<file path="config.mk">
export PLATFORM = sky130hd
export DESIGN_NAME = i2c_burst_master
export DESIGN_NICKNAME = d
export VERILOG_FILES = /design/src/rtl/i2c_burst_master.sv
export SDC_FILE = /design/constraint.sdc
export NUM_CORES = 1
export LEC_CHECK = 0
export ABC_AREA = 1
export ABC_CLOCK_PERIOD_IN_PS = 2050
export BUFFER_PORTS_ARGS = -buffer_cell sky130_fd_sc_hd__buf_2
export CAP_MARGIN = 20
export CORE_MARGIN = 1.5
export CORE_UTILIZATION = 45
export CTS_BUF_LIST = sky130_fd_sc_hd__clkbuf_2 sky130_fd_sc_hd__clkbuf_4 sky130_fd_sc_hd__clkbuf_8
export DETAILED_ROUTE_END_ITERATION = 8
export PLACE_DENSITY = 0.69
export SLEW_MARGIN = 20
export SYNTH_ARGS = -nofsm -noshare
export SYNTH_HDL_FRONTEND = slang
export SYNTH_SLANG_ARGS = --single-unit
</file>
<file path="constraint.sdc">
create_clock -name clk -period 2.05 [get_ports clk]
set_input_delay 0.5125 -clock clk [delete_from_list [all_inputs] [get_ports clk]]
set_output_delay 0.5125 -clock clk [all_outputs]
set_load 0.005 [all_outputs]
</file>
<file path="src/rtl/i2c_burst_master.sv">
// Single-master I2C burst engine: START, 7-bit address + R/W, up to MAX_BYTES data bytes, STOP.
// Every START/bit/ACK/STOP slot lasts one SCL period of CLK_DIV clocks; all outputs are registered.
module i2c_burst_master #(
    parameter int CLK_DIV   = 4,
    parameter int MAX_BYTES = 4
) (
    input  logic                   clk,
    input  logic                   rst,
    input  logic                   start_stb,
    input  logic                   rnw,
    input  logic [6:0]             i2c_addr,
    input  logic [3:0]             num_bytes,
    input  logic [8*MAX_BYTES-1:0] wr_data,
    input  logic                   sda_in,
    output logic                   scl,
    output logic                   sda_out,
    output logic                   sda_oe,
    output logic [8*MAX_BYTES-1:0] rd_data,
    output logic                   busy,
    output logic                   done,
    output logic                   nack_err,
    output logic [3:0]             state_dbg
);
    localparam int W  = 8 * MAX_BYTES;
    localparam int Q  = CLK_DIV / 4;
    localparam int CW = $clog2(CLK_DIV);
    localparam logic [CW-1:0] C_Q1   = CW'(Q - 1);
    localparam logic [CW-1:0] C_2Q1  = CW'(2 * Q - 1);
    localparam logic [CW-1:0] C_3Q1  = CW'(3 * Q - 1);
    localparam logic [CW-1:0] C_3Q   = CW'(3 * Q);
    localparam logic [CW-1:0] C_LAST = CW'(CLK_DIV - 1);
    localparam logic [3:0]    MAXB   = 4'(MAX_BYTES);

    typedef enum logic [3:0] {
        S_IDLE, S_START, S_ADDR, S_ADDR_ACK, S_WR_BYTE,
        S_WR_ACK, S_RD_BYTE, S_RD_ACK, S_STOP
    } state_t;

    state_t          state_q, state_d;
    logic [CW-1:0]   cnt_q;
    logic [2:0]      bit_q;
    logic [3:0]      byte_q, n_q, n_clamp;
    logic            rnw_q;
    logic [7:0]      addr_q;
    logic [W-1:0]    wr_q, rd_q;
    logic            nack_q, scl_q, sda_q, oe_q, busy_q, done_q;
    logic            last, last_byte, nack_hit, rel_d;

    assign last      = (cnt_q == C_LAST);
    assign last_byte = (byte_q == n_q - 4'd1);
    assign n_clamp   = (num_bytes > MAXB) ? MAXB : num_bytes;
    // With CLK_DIV=4 the ACK sample point is also the last cycle, so look at sda_in directly.
    assign nack_hit  = nack_q | ((cnt_q == C_3Q) & sda_in);
    assign rel_d     = (state_d == S_ADDR_ACK) || (state_d == S_WR_ACK) || (state_d == S_RD_BYTE);

    // Handshake: start_stb is a request strobe taken only in IDLE (busy low); there is no
    // ready, and strobes while busy are dropped. done marks completion for exactly one cycle.
    always_comb begin
        state_d = state_q;
        case (state_q)
            S_IDLE:     if (start_stb) state_d = S_START;
            S_START:    if (last) state_d = S_ADDR;
            S_ADDR:     if (last && bit_q == 3'd7) state_d = S_ADDR_ACK;
            S_ADDR_ACK: if (last) begin
                            if (nack_hit || n_q == 4'd0) state_d = S_STOP;
                            else if (rnw_q)              state_d = S_RD_BYTE;
                            else                         state_d = S_WR_BYTE;
                        end
            S_WR_BYTE:  if (last && bit_q == 3'd7) state_d = S_WR_ACK;
            S_WR_ACK:   if (last) state_d = (nack_hit || last_byte) ? S_STOP : S_WR_BYTE;
            S_RD_BYTE:  if (last && bit_q == 3'd7) state_d = S_RD_ACK;
            S_RD_ACK:   if (last) state_d = last_byte ? S_STOP : S_RD_BYTE;
            S_STOP:     if (last) state_d = S_IDLE;
            default:    state_d = S_IDLE;
        endcase
    end

    always_ff @(posedge clk or negedge rst) begin
        if (!rst) begin
            state_q <= S_IDLE;
            cnt_q   <= '0;
            bit_q   <= '0;
            byte_q  <= '0;
            n_q     <= '0;
            rnw_q   <= 1'b0;
            addr_q  <= '0;
            wr_q    <= '0;
            rd_q    <= '0;
            nack_q  <= 1'b0;
            scl_q   <= 1'b1;
            sda_q   <= 1'b1;
            oe_q    <= 1'b1;
            busy_q  <= 1'b0;
            done_q  <= 1'b0;
        end else begin
            state_q <= state_d;
            busy_q  <= (state_d != S_IDLE);
            done_q  <= (state_q == S_STOP) && (state_d == S_IDLE);
            if (state_q == S_IDLE) begin
                cnt_q <= '0;
                if (start_stb) begin
                    rnw_q  <= rnw;
                    addr_q <= {i2c_addr, rnw};
                    n_q    <= n_clamp;
                    // Left-align the payload so the first byte always sits at the top.
                    wr_q   <= wr_data << {MAXB - n_clamp, 3'b000};
                    rd_q   <= '0;
                    nack_q <= 1'b0;
                    bit_q  <= '0;
                    byte_q <= '0;
                end
            end else begin
                cnt_q <= last ? '0 : cnt_q + CW'(1);
                if (cnt_q == C_3Q) begin
                    if ((state_q == S_ADDR_ACK || state_q == S_WR_ACK) && sda_in) nack_q <= 1'b1;
                    if (state_q == S_RD_BYTE) rd_q <= {rd_q[W-2:0], sda_in};
                end
                if (cnt_q == C_2Q1 && state_q != S_START) scl_q <= 1'b1;
                if (cnt_q == C_Q1) begin
                    case (state_q)
                        S_ADDR:    sda_q <= addr_q[7];
                        S_WR_BYTE: sda_q <= wr_q[W-1];
                        S_RD_ACK:  sda_q <= last_byte;
                        default:   ;
                    endcase
                end
                if (state_q == S_START && cnt_q == C_2Q1) sda_q <= 1'b0;
                if (state_q == S_STOP && cnt_q == C_3Q1)  sda_q <= 1'b1;
                if (last) begin
                    case (state_q)
                        S_ADDR:    begin addr_q <= addr_q << 1; bit_q <= bit_q + 3'd1; end
                        S_WR_BYTE: begin wr_q <= wr_q << 1;     bit_q <= bit_q + 3'd1; end
                        S_RD_BYTE: bit_q  <= bit_q + 3'd1;
                        S_WR_ACK,
                        S_RD_ACK:  byte_q <= byte_q + 4'd1;
                        default:   ;
                    endcase
                    scl_q <= (state_d == S_IDLE);
                    oe_q  <= !rel_d;
                    if (rel_d)              sda_q <= 1'b1;
                    if (state_d == S_STOP)  sda_q <= 1'b0;
                end
            end
        end
    end

    assign scl       = scl_q;
    assign sda_out   = sda_q;
    assign sda_oe    = oe_q;
    assign rd_data   = rd_q;
    assign busy      = busy_q;
    assign done      = done_q;
    assign nack_err  = nack_q;
    assign state_dbg = state_q;
endmodule
</file>
==> impl_metrics.toml, run 1 <==
[routing]
drtIter0Drc = 224
drc = 0
first_pass_iters = 6
vias_per_cell = 5.37
vias = 4471
finalWirelength_um = 12100
drt.antenna.violating_nets = 0
wl_per_cell_um = 14.5

[setup_path]
end_kind = "flip-flop"
crit_type = "reg -> reg"
worstPathArrival_ns = 2.21
slowest_stage = "dfrtp_1"
worstPathMaxFanout = 5
crit_buf_inv = 3
path_cells = "inv_1 -> ha_1 -> inv_1 -> nand2_1 -> nand2_1 -> nor2_1 -> nand4_1 -> buf_4 -> o21ai_0 -> a21oi_2 -> nand2_1 -> nor2_1"
worstPathRequired_ns = 2.30
slowest_delay_ns = 0.37
start_kind = "flip-flop"
crit_family = "simple AND/OR/NAND/NOR gates"
crit_path_frequent_cell = "nand2_1"

[floorplan]
num_io_pins = 90
start_util = 0.458
dieHeight_um = 108
rows = 38
core_um2 = 10800
dieWidth_um = 108
die_area_um2 = 11600

[sta]
final_max_slew_viol_count = 0
fin_crit_sh = 0.953
hold_viol_final = 0
max_freq_mhz = 512
finalClockSkew_ns = 0.00827
rsz0062_at_grt = "true"
worst_slew_pin_slew_ns = 0.449
fin_crit_ns = 1.95
relSlewSlack = 0.699
setup_viol = 0
setup_ws_ns = 0.0973
finalSetupTns_ns = 0

[synthesis]
yosysTopAreaCellShare = 0.471
synthFlopType = "dfrtp_1"
seq_area_frac_synth = 0.487
ys_ff_latch = 96
syn_nets = 651
synth_area_leaders = "dfrtp_1, nand2_1, inv_1"
synth_most_common_cell = "nand2_1"
netlist.top_cell.by_area = "dfrtp_1"
synth_edf_count = 0
synthesis.area_um2 = 4940
async_reset_ff_frac = 1.00
synthCells = 593
yosysWarnings = 0
ys_types = 36
avgSynthCellArea_um2 = 8.34
ys_top_cells_by_count = "nand2_1, dfrtp_1, inv_1, nand3_1, nor2_1"

[cells_and_area]
fin_nets = 746
multi_input_area_um2 = 2120
drive_above_1_share = 0.232
diodes = 0
final_cells = 833
stdcell_area_um2 = 5890
syn2layout_area_growth_pct = 19.1
nFillCells = 1020
seqCellArea_um2 = 2410

[cts]
holdBufCountCts = 0
cts_root_buffer = "clkbuf_8"
numCtsBuffers = 9
max-clock-path-buffers = 2
tritoncts = "built"
htreeDepth = 3
insertion_delay_ns = 0.36
clk_pin_slew_ns = 0.09
cts_num_sinks = 96

[place]
dpl.hpwl_um = 8940
routabilityCongestion = 0.922
place_area_um2 = 5610
pre_cts_slack_ns = -0.0748
portBuffers = 89
post-place-cells = 813

[grt]
grt_usage = 0.218
grt_max_degree = 47
grt_pass1_wl_um = 19800
grt_overflow = 0
grt_pass1_vias = 4238
grt_antenna_before_repair = 0

[power]
power.leakage_nw = 2.93
ir_drop_v = 0.000595
power.density_nw_per_um2 = 1220

[min_path]
min_path_type = "in -> async"

[flow_run]
maxCapViolations = 0

[outcome]
outcome = "completed"
[what timing repair did]
item,4_1_cts,5_1_grt
setup endpoints to repair,0,20
setup buffers,0,3
gates resized for setup,0,6
[flip-flops by register name, indices dropped and copies added, names as in the netlist]
signal and cells:
addr_q 8, bit_q 3, busy 1, byte_q 4
cnt_q 2, done 1, n_q 4, nack_err 1
rd_data 32, rnw_q 1, scl 1, sda_oe 1
sda_out 1, state_dbg 4, wr_q 32
[stage by stage]
stage | power (mW) | util | hold WS, ns
final | 7.19 | 0.546 | 0.0486
after CTS | 7.17 | 0.541 | 0.0480
after global routing | 7.77 | 0.546 | 0.0572
after global placement | 5.64 | 0.520 | 0.436
after detailed placement | 5.74 | 0.520 | 0.443
after floorplan | 4.95 | - | 0.217
[logic make-up after synthesis]
kind of cell,share of synthesized area
simple gates,0.214
mux,0.00810
fa+ha+maj,0.0253
xor+xnor,0.00177
buf+inv,0.0946
compound gates,0.170
flops,0.487
[report_power, final]
group | internal [mW] | switching, mW | total, mW | leakage, nW
clock | 0.725 | 0.691 | 1.42 | 0.113
combinational | 1.12 | 1.85 | 2.97 | 1.60
sequential | 2.45 | 0.352 | 2.81 | 1.22
total | 4.30 | 2.89 | 7.19 | 2.93
[cell type report]
type                            instances  share of cell area
Sequential cell                        96               0.409
Multi-Input combinational cell        393               0.359
Timing Repair Buffer                  112               0.114
Inverter                               75              0.0487
Tap cell                              140              0.0297
Clock buffer                           10              0.0234
Clock inverter                          6              0.0153
Timing Repair inverter                  1             0.00127
[worst paths after layout]
check	startpoint	endpoint	slack (ns)	cells past startpoint
worst max-delay path	n_q[0]	done	0.1	12
worst min-delay path	rst	busy	0.05	1
worst max register to register	n_q[0]	done	0.1	12
worst min register to register	sda_oe	sda_oe	0.50	2
max in group asynchronous	rst	rd_data[8]	1.33	2
min in group clk	rnw	rnw_q	0.40	3
[cells in the final DEF (no fill, tap or decap), types with 18 or more instances in the layout]
cell,count
a21oi_1,18
a31oi_1,27
inv_1,70
nor2_1,41
o22ai_1,30
nand3_1,44
o21ai_0,28
dfrtp_1,93
nand2_1,136
buf_2,88
buf_4,20
[per-layer routing]
metal	track usage	vias up	share of wire
met3	0.0442	18	0.063
met1	0.307	2106	0.47
met2	0.334	174	0.45
li1	-	2173	-
met4	0.0752	0	0.018
met5	0	-	0
Power figures use the tool's default switching activity.
==> inputs of run 2 (changes only) <==
Settings changed: CAP_MARGIN 20 to default, CELL_PAD_IN_SITES_DETAIL_PLACEMENT from default to 1, CELL_PAD_IN_SITES_GLOBAL_PLACEMENT from default to 2, CORE_UTILIZATION 45 to 34, PLACE_DENSITY 0.69 to 0.84.
==> impl_metrics.toml, run 2 (synthesized netlist as in run 1, its figures left out) <==
[place]
post-place-cells = 857
routabilityCongestion = 0.849
portBuffers = 89
dpl.hpwl_um = 10700
pre_cts_slack_ns = -0.0335

[cells_and_area]
layout_common_cells = "nand2_1, dfrtp_1, buf_2"
syn2layout_area_growth_pct = 22.0
final_cells = 880
drive_above_1_share = 0.260
nFillCells = 1732
fin_nets = 753
final_common_cell = "nand2_1"
diodes = 0

[cts]
numCtsBuffers = 9
cts_num_sinks = 96
cts_root_buffer = "clkbuf_8"
clk_pin_slew_ns = 0.10
max-clock-path-buffers = 2
holdBufCountCts = 0
insertion_delay_ns = 0.39
tritoncts = "built"
htreeDepth = 3

[routing]
drc = 0
wl_per_cell_um = 16.4
drtIter0Drc = 205
vias_per_cell = 5.11
finalWirelength_um = 14400
drt.antenna.violating_nets = 0
first_pass_iters = 6
vias = 4493

[setup_path]
worstPathMaxFanout = 4
slowest_delay_ns = 0.41
crit_path_frequent_cell = "nand2_2"
worstPathRequired_ns = 2.38
crit_type = "reg -> reg"
end_kind = "flip-flop"
crit_family = "simple AND/OR/NAND/NOR gates"
path_cells = "inv_2 -> ha_4 -> inv_2 -> nand2_2 -> nand2_2 -> nor2_2 -> nand4_1 -> o211ai_1 -> nand2_2 -> nor2_4 -> nand2_2 -> a21oi_2"
start_kind = "flip-flop"
crit_buf_inv = 2
worstPathArrival_ns = 2.26
crit_start = "n_q[0]"
slowest_stage = "dfrtp_1"
r2r_start = "n_q[0]"

[sta]
hold_ws_ns = 0.0215
max_freq_mhz = 518
fin_crit_sh = 0.941
final_max_slew_viol_count = 0
setup_viol = 0
worst_slew_pin_slew_ns = 0.443
setup_ws_ns = 0.120
hold_viol_final = 0
rsz0062_at_grt = "true"
relSlewSlack = 0.701
finalClockSkew_ns = 0.0110
fin_crit_ns = 1.93

[floorplan]
dieWidth_um = 124
rows = 43
num_io_pins = 90
die_area_um2 = 15300
core_um2 = 14000
start_util = 0.352
dieHeight_um = 124

[power]
ir_drop_v = 0.000411
power.leakage_nw = 2.96
power_mw = 7.39
power.density_nw_per_um2 = 1230

[flow_run]
maxCapViolations = 0

[grt]
grt_overflow = 0
grt_antenna_before_repair = 0
grt_pass1_wl_um = 22600
grt_max_degree = 44
grt_pass1_vias = 4527
grt_usage = 0.193

[outcome]
outcome = "completed"

[min_path]
min_path_type = "in -> async"
run 2: cell count changes in the layout (fill, tap and decap cells not counted), moves of 3 or more:
cell and delta:
nand2_2 +6, buf_4 +6, inv_1 -3, nand2_1 -6
run 2: worst paths after layout:
path / to / slack (ns) / cells past startpoint
hold reg to reg: n_q[3] / 0.50 / 2
setup reg to reg: scl / 0.12 / 12
max in group asynchronous: cnt_q[0] / 1.50 / 2
hold / removal: busy / 0.02 / 1
setup / recovery: scl / 0.12 / 12
min in group clk: addr_q[5] / 0.39 / 3
run 2: final cells by class:
cell class | count | area (um^2) | share of cell area
Clock buffer | 10 | 138 | 0.0228
Clock inverter | 6 | 56.3 | 0.00933
Inverter | 75 | 288 | 0.0477
Multi-Input combinational cell | 393 | 2170 | 0.360
Sequential cell | 96 | 2410 | 0.399
Tap cell | 180 | 225 | 0.0373
Timing Repair Buffer | 119 | 741 | 0.123
Timing Repair inverter | 1 | 7.51 | 0.00124
run 2: per-stage QoR:
step	utilization	cell area [um^2]	setup TNS, ns
CTS	0.419	5890	0
detailed placement	0.405	5690	-0.223
floorplan	-	5000	0
global route	0.430	6030	-0.0659
finish	0.430	6030	0
global placement	0.405	5690	0
run 2: timing repair:
item,CTS,global route
endpoints found under the setup margin,0,22
resized for setup,0,23
buffers inserted,0,5
run 2: routing by layer:
layer  up-vias  part of all wire  GRT usage
met5         -                 0          0
li1       2190                 -          -
met3        11             0.039     0.0343
met4         0             0.011     0.0496
met1      2195              0.49      0.268
met2        97              0.46      0.313
run 2: power breakdown:
group | total [mW] | leakage [nW] | internal, mW | switching [mW]
Sequential | 2.85 | 1.22 | 2.45 | 0.396
Combinational | 3.27 | 1.65 | 1.26 | 2.01
Clock | 1.28 | 0.0977 | 0.505 | 0.771
